===== src/rtl/rot_sequencer_pkg.sv =====
// Shared definitions for the rotate-by-N sequencer and its shift register.
package rot_sequencer_pkg;

  localparam int unsigned DEF_WIDTH = 8;
  localparam int unsigned DEF_AW    = 3;

  localparam logic DIR_RIGHT = 1'b1;
  localparam logic DIR_LEFT  = 1'b0;

  typedef logic [1:0] state_t;

  localparam state_t ST_IDLE  = 2'd0;
  localparam state_t ST_LOAD  = 2'd1;
  localparam state_t ST_SHIFT = 2'd2;
  localparam state_t ST_CAPT  = 2'd3;

endpackage


===== src/rtl/rot_sequencer.sv =====
// One-shot "rotate by N" controller wrapped around a free-running rotator.
// Loads the register, lets it rotate exactly `amount` edges, then samples qout.
module rot_sequencer
  import rot_sequencer_pkg::*;
#(
  parameter int unsigned WIDTH = DEF_WIDTH,
  parameter int unsigned AW    = DEF_AW
) (
  input  logic             clk,
  input  logic             reset,
  input  logic             start,
  input  logic [WIDTH-1:0] din,
  input  logic [AW-1:0]    amount,
  input  logic             dir,
  input  logic [WIDTH-1:0] qout,
  output logic             ploadn,
  output logic             rright,
  output logic [WIDTH-1:0] datain,
  output logic             busy,
  output logic             done,
  output logic [WIDTH-1:0] result
);

  state_t           state_q, state_d;
  logic [AW-1:0]    cnt_q, cnt_d;
  logic             ploadn_q, ploadn_d;
  logic             rright_q, rright_d;
  logic [WIDTH-1:0] datain_q, datain_d;
  logic             busy_q, busy_d;
  logic             done_q, done_d;
  logic [WIDTH-1:0] result_q, result_d;

  always_ff @(posedge clk or posedge reset) begin
    if (reset) begin
      state_q  <= ST_IDLE;
      cnt_q    <= '0;
      ploadn_q <= 1'b1;
      rright_q <= 1'b0;
      datain_q <= '0;
      busy_q   <= 1'b0;
      done_q   <= 1'b0;
      result_q <= '0;
    end else begin
      state_q  <= state_d;
      cnt_q    <= cnt_d;
      ploadn_q <= ploadn_d;
      rright_q <= rright_d;
      datain_q <= datain_d;
      busy_q   <= busy_d;
      done_q   <= done_d;
      result_q <= result_d;
    end
  end

  // ploadn is registered, so it is driven low on the accepting edge to be low during LOAD
  always_comb begin
    state_d  = state_q;
    cnt_d    = cnt_q;
    ploadn_d = 1'b1;
    rright_d = rright_q;
    datain_d = datain_q;
    busy_d   = busy_q;
    done_d   = 1'b0;
    result_d = result_q;
    case (state_q)
      ST_IDLE: begin
        if (start) begin
          datain_d = din;
          rright_d = dir;
          cnt_d    = amount;
          busy_d   = 1'b1;
          ploadn_d = 1'b0;
          state_d  = ST_LOAD;
        end
      end
      ST_LOAD: begin
        state_d = (cnt_q != '0) ? ST_SHIFT : ST_CAPT;
      end
      ST_SHIFT: begin
        cnt_d = cnt_q - AW'(1);
        if (cnt_q == AW'(1)) begin
          state_d = ST_CAPT;
        end
      end
      ST_CAPT: begin
        result_d = qout;
        done_d   = 1'b1;
        busy_d   = 1'b0;
        state_d  = ST_IDLE;
      end
      default: begin
        state_d = ST_IDLE;
      end
    endcase
  end

  assign ploadn = ploadn_q;
  assign rright = rright_q;
  assign datain = datain_q;
  assign busy   = busy_q;
  assign done   = done_q;
  assign result = result_q;

endmodule

===== config.mk =====
export PLATFORM = sky130hd
export DESIGN_NAME = rot_sequencer
export DESIGN_NICKNAME = d
export VERILOG_FILES = /design/src/rtl/rot_sequencer_pkg.sv /design/src/rtl/rot_sequencer.sv
export SDC_FILE = /design/constraint.sdc
export NUM_CORES = 1
export LEC_CHECK = 0
export CAP_MARGIN = 20
export CORE_ASPECT_RATIO = 1.4
export CORE_MARGIN = 10
export CORE_UTILIZATION = 34
export DETAILED_ROUTE_END_ITERATION = 8
export GPL_ROUTABILITY_DRIVEN = 0
export MAX_ROUTING_LAYER = met4
export SETUP_SLACK_MARGIN = 0.05
export SLEW_MARGIN = 20
export SYNTH_ARGS = -nofsm -noshare
export SYNTH_HDL_FRONTEND = slang
export SYNTH_SLANG_ARGS = --single-unit

===== constraint.sdc =====
create_clock -name clk -period 3.07 [get_ports clk]
set_clock_uncertainty 0.15 [all_clocks]
set_input_delay 0.614 -clock clk [delete_from_list [all_inputs] [get_ports clk]]
set_output_delay 0.614 -clock clk [all_outputs]
set_load 0.01 [all_outputs]

==> flow_summary.ini <==
[worst_setup_path]
crit_type = reg -> out
endpoint_kind = output port
required_ns = 2.31
cp.arrival_ns = 1.32
cpPeakStageDelay_ns = 0.53
crit_chain = clkdlybuf4s50_1
r2r_end = state_q[1]
reg2reg_slack_ns = 1.18
startpoint_type = flip-flop
cp_max_fo = 1
r2r_start = state_q[0]
ff2ff_path_depth = 5
path_buf_inv = 1
cpMaxStageDelayCell = dfstp_2
path_delay_family = flip-flops

[yosys]
yosys_register_bits = 25
ys_async_sr_fraction_pct = 100
seq_area_frac_synth_pct = 53.9
yosysUniqueCellTypes = 28
syn_inst = 88
ys_warn_count = 0
ys.flop_type = dfrtp_1
synthesis.nets = 118
syn-cell-area_mm2 = 0.00116
synth_edf_count = 0
avgSynthCellArea_um2 = 13.2

[sta]
rsz0062_at_grt = false
slew_viol_final = 0
fin_crit_ns = 2.08
worst_slew_pin_slew_ns = 0.428
final-setup-viol-count = 0
fin_setup_tns_ns = 0
whs_ns = 0.363
hold_viol = 0
finalWorstSetupSlack_ns = 0.985
max_clock_freq_mhz = 480
finalCritPeriodShare_pct = 67.9
max_slew_margin_pct = 71.4

[clock_tree]
clk_pin_slew_ns = 0.09
cts_buffer_depth = 2
clockRootBuffer = clkbuf_8
cts_tree = built
postCtsSetupRepairBufs = 0
cts_buffers = 3
clk_latency_ns = 0.26
cts_sinks = 25
cts.hold.buffers_added = 0
ctsResizeCount = 0
htreeDepth = 1

[min_path]
min-delay-start = datain[5]
hp-class = reg -> reg
holdPathStages = 1
holdPathEnd = datain[5]

[cells_and_area]
n_antenna_cell = 0
nNetsFinal = 163
design_area_mm2 = 0.00167
final_cells = 172
syn_to_final_growth_pct = 43.3
drive_gt1_share_pct = 18.2

[placement]
port_buffers = 42
place_ws_ns = 0.913
dpl_cell_area_mm2 = 0.00162
dp_cells = 168
detailed_place_hpwl_um = 2100

[drt]
wire_per_inst_um = 15.3
drt-vias-per-instance = 4.62
num_vias = 795
ant_nets = 0
initialDrtViolationCount = 30
drcViolationCount = 0
drt-total-wl_um = 2630
drtPass1Iterations = 2

[power_and_ir_drop]
power.density_mw_per_mm2 = 995
vdd_drop_max_v = 0.000643
p_leak_nw = 0.731

[grt]
grtUsageTotal_pct = 8.67
grt_pass1_vias = 908
grt-ovfl-total = 0
grt_pass1_wl_um = 4300
antenna_found_initial = 0
grt_max_degree = 26

[die]
num_rows = 25
dieArea_mm2 = 0.00619
initial_core_util_pct = 34.7
chipWidth_um = 69.4
die_height_um = 89.2
io_pins = 43
core-area_mm2 = 0.00335

[run]
cap_violations = 0

[status]
status = finished, final reports clean
report_power, final:
part	internal, mW	switching, mW
clock network	0.0919	0.109
logic	0.514	0.344
registers	0.499	0.101
total	1.10	0.553
per-layer routing:
metal | track usage (%) | vias up | wire length [µm]
met3 | 2.44 | 2 | 139
met1 | 9.27 | 386 | 1060
met4 | 3.30 | 0 | 21
met2 | 15.0 | 17 | 1410
met5 | - | - | 0
li1 | - | 390 | -
area by class of cell:
| type | count | area, µm² |
|---|---|---|
| fillers | 301 | 1680 |
| multi-input cells | 53 | 485 |
| well taps | 40 | 50.0 |
| clock inverters | 1 | 7.51 |
| inverters | 7 | 26.3 |
| repair buffers | 43 | 428 |
| clock buffers | 3 | 41.3 |
| flip-flops and latches | 25 | 627 |
cells in the mapped netlist, types with 2 or more instances:
cell type | number | area share [%]
nor3_1 | 2 | 0.86
mux2_1 | 3 | 2.9
mux2_4 | 7 | 9.0
mux2_2 | 8 | 7.8
o22ai_1 | 2 | 1.1
inv_1 | 7 | 2.3
nand2b_1 | 3 | 1.6
a21oi_1 | 4 | 1.7
o21ai_0 | 2 | 0.86
dfrtp_1 | 24 | 52
ha_1 | 7 | 7.5
nand2_1 | 3 | 0.97
per-stage QoR:
step | util, % | power, mW
floorplan | - | 1.10
global placement | 48.3 | 1.46
detailed placement | 48.3 | 1.48
CTS | 49.8 | 1.69
global route | 49.8 | 1.79
finish | 49.8 | 1.66
cells by family (layout without fill, tap and decap cells):
family | count (synthesis) | count (layout) | synth area share (%)
DFF | 25 | 25 | 53.9
adders and majority gates | 7 | 7 | 7.53
buffers and inverters | 10 | 54 | 4.31
muxes | 18 | 18 | 19.7
AOI/OAI and AO/OA | 14 | 14 | 7.64
and+or+nand+nor | 14 | 14 | 6.89
worst max-delay path by stage:
stage	start	end	slack, ns	cells after the start
2_1_floorplan	state_q[0]	datain[0]	1.48	6
3_5_place_dp	start	datain[6]	0.91	3
6_report	ploadn	ploadn	0.99	1
4_1_cts	ploadn	ploadn	0.97	1
3_3_place_gp	start	datain[5]	0.96	3
5_1_grt	ploadn	ploadn	0.94	1
layout by cell type (no fill, tap or decap), drive strengths merged, types with 3 or more instances in the layout:
cell type | synthesis | final
ha | 7 | 7
inv | 7 | 7
mux2 | 18 | 18
nand2 | 4 | 4
clkdlybuf4s50 | 0 | 42
dfrtp | 24 | 24
a21oi | 4 | 4
clkbuf | 0 | 3
nand2b | 3 | 3
state kept, by name, summed over array words and instances, names as in the netlist:
signal / flops
cnt_q: 3
datain: 8
rright: 1
state_q: 2
result: 8
ploadn: 1
busy: 1
done: 1
No activity file was read; power rests on OpenSTA's default activity.
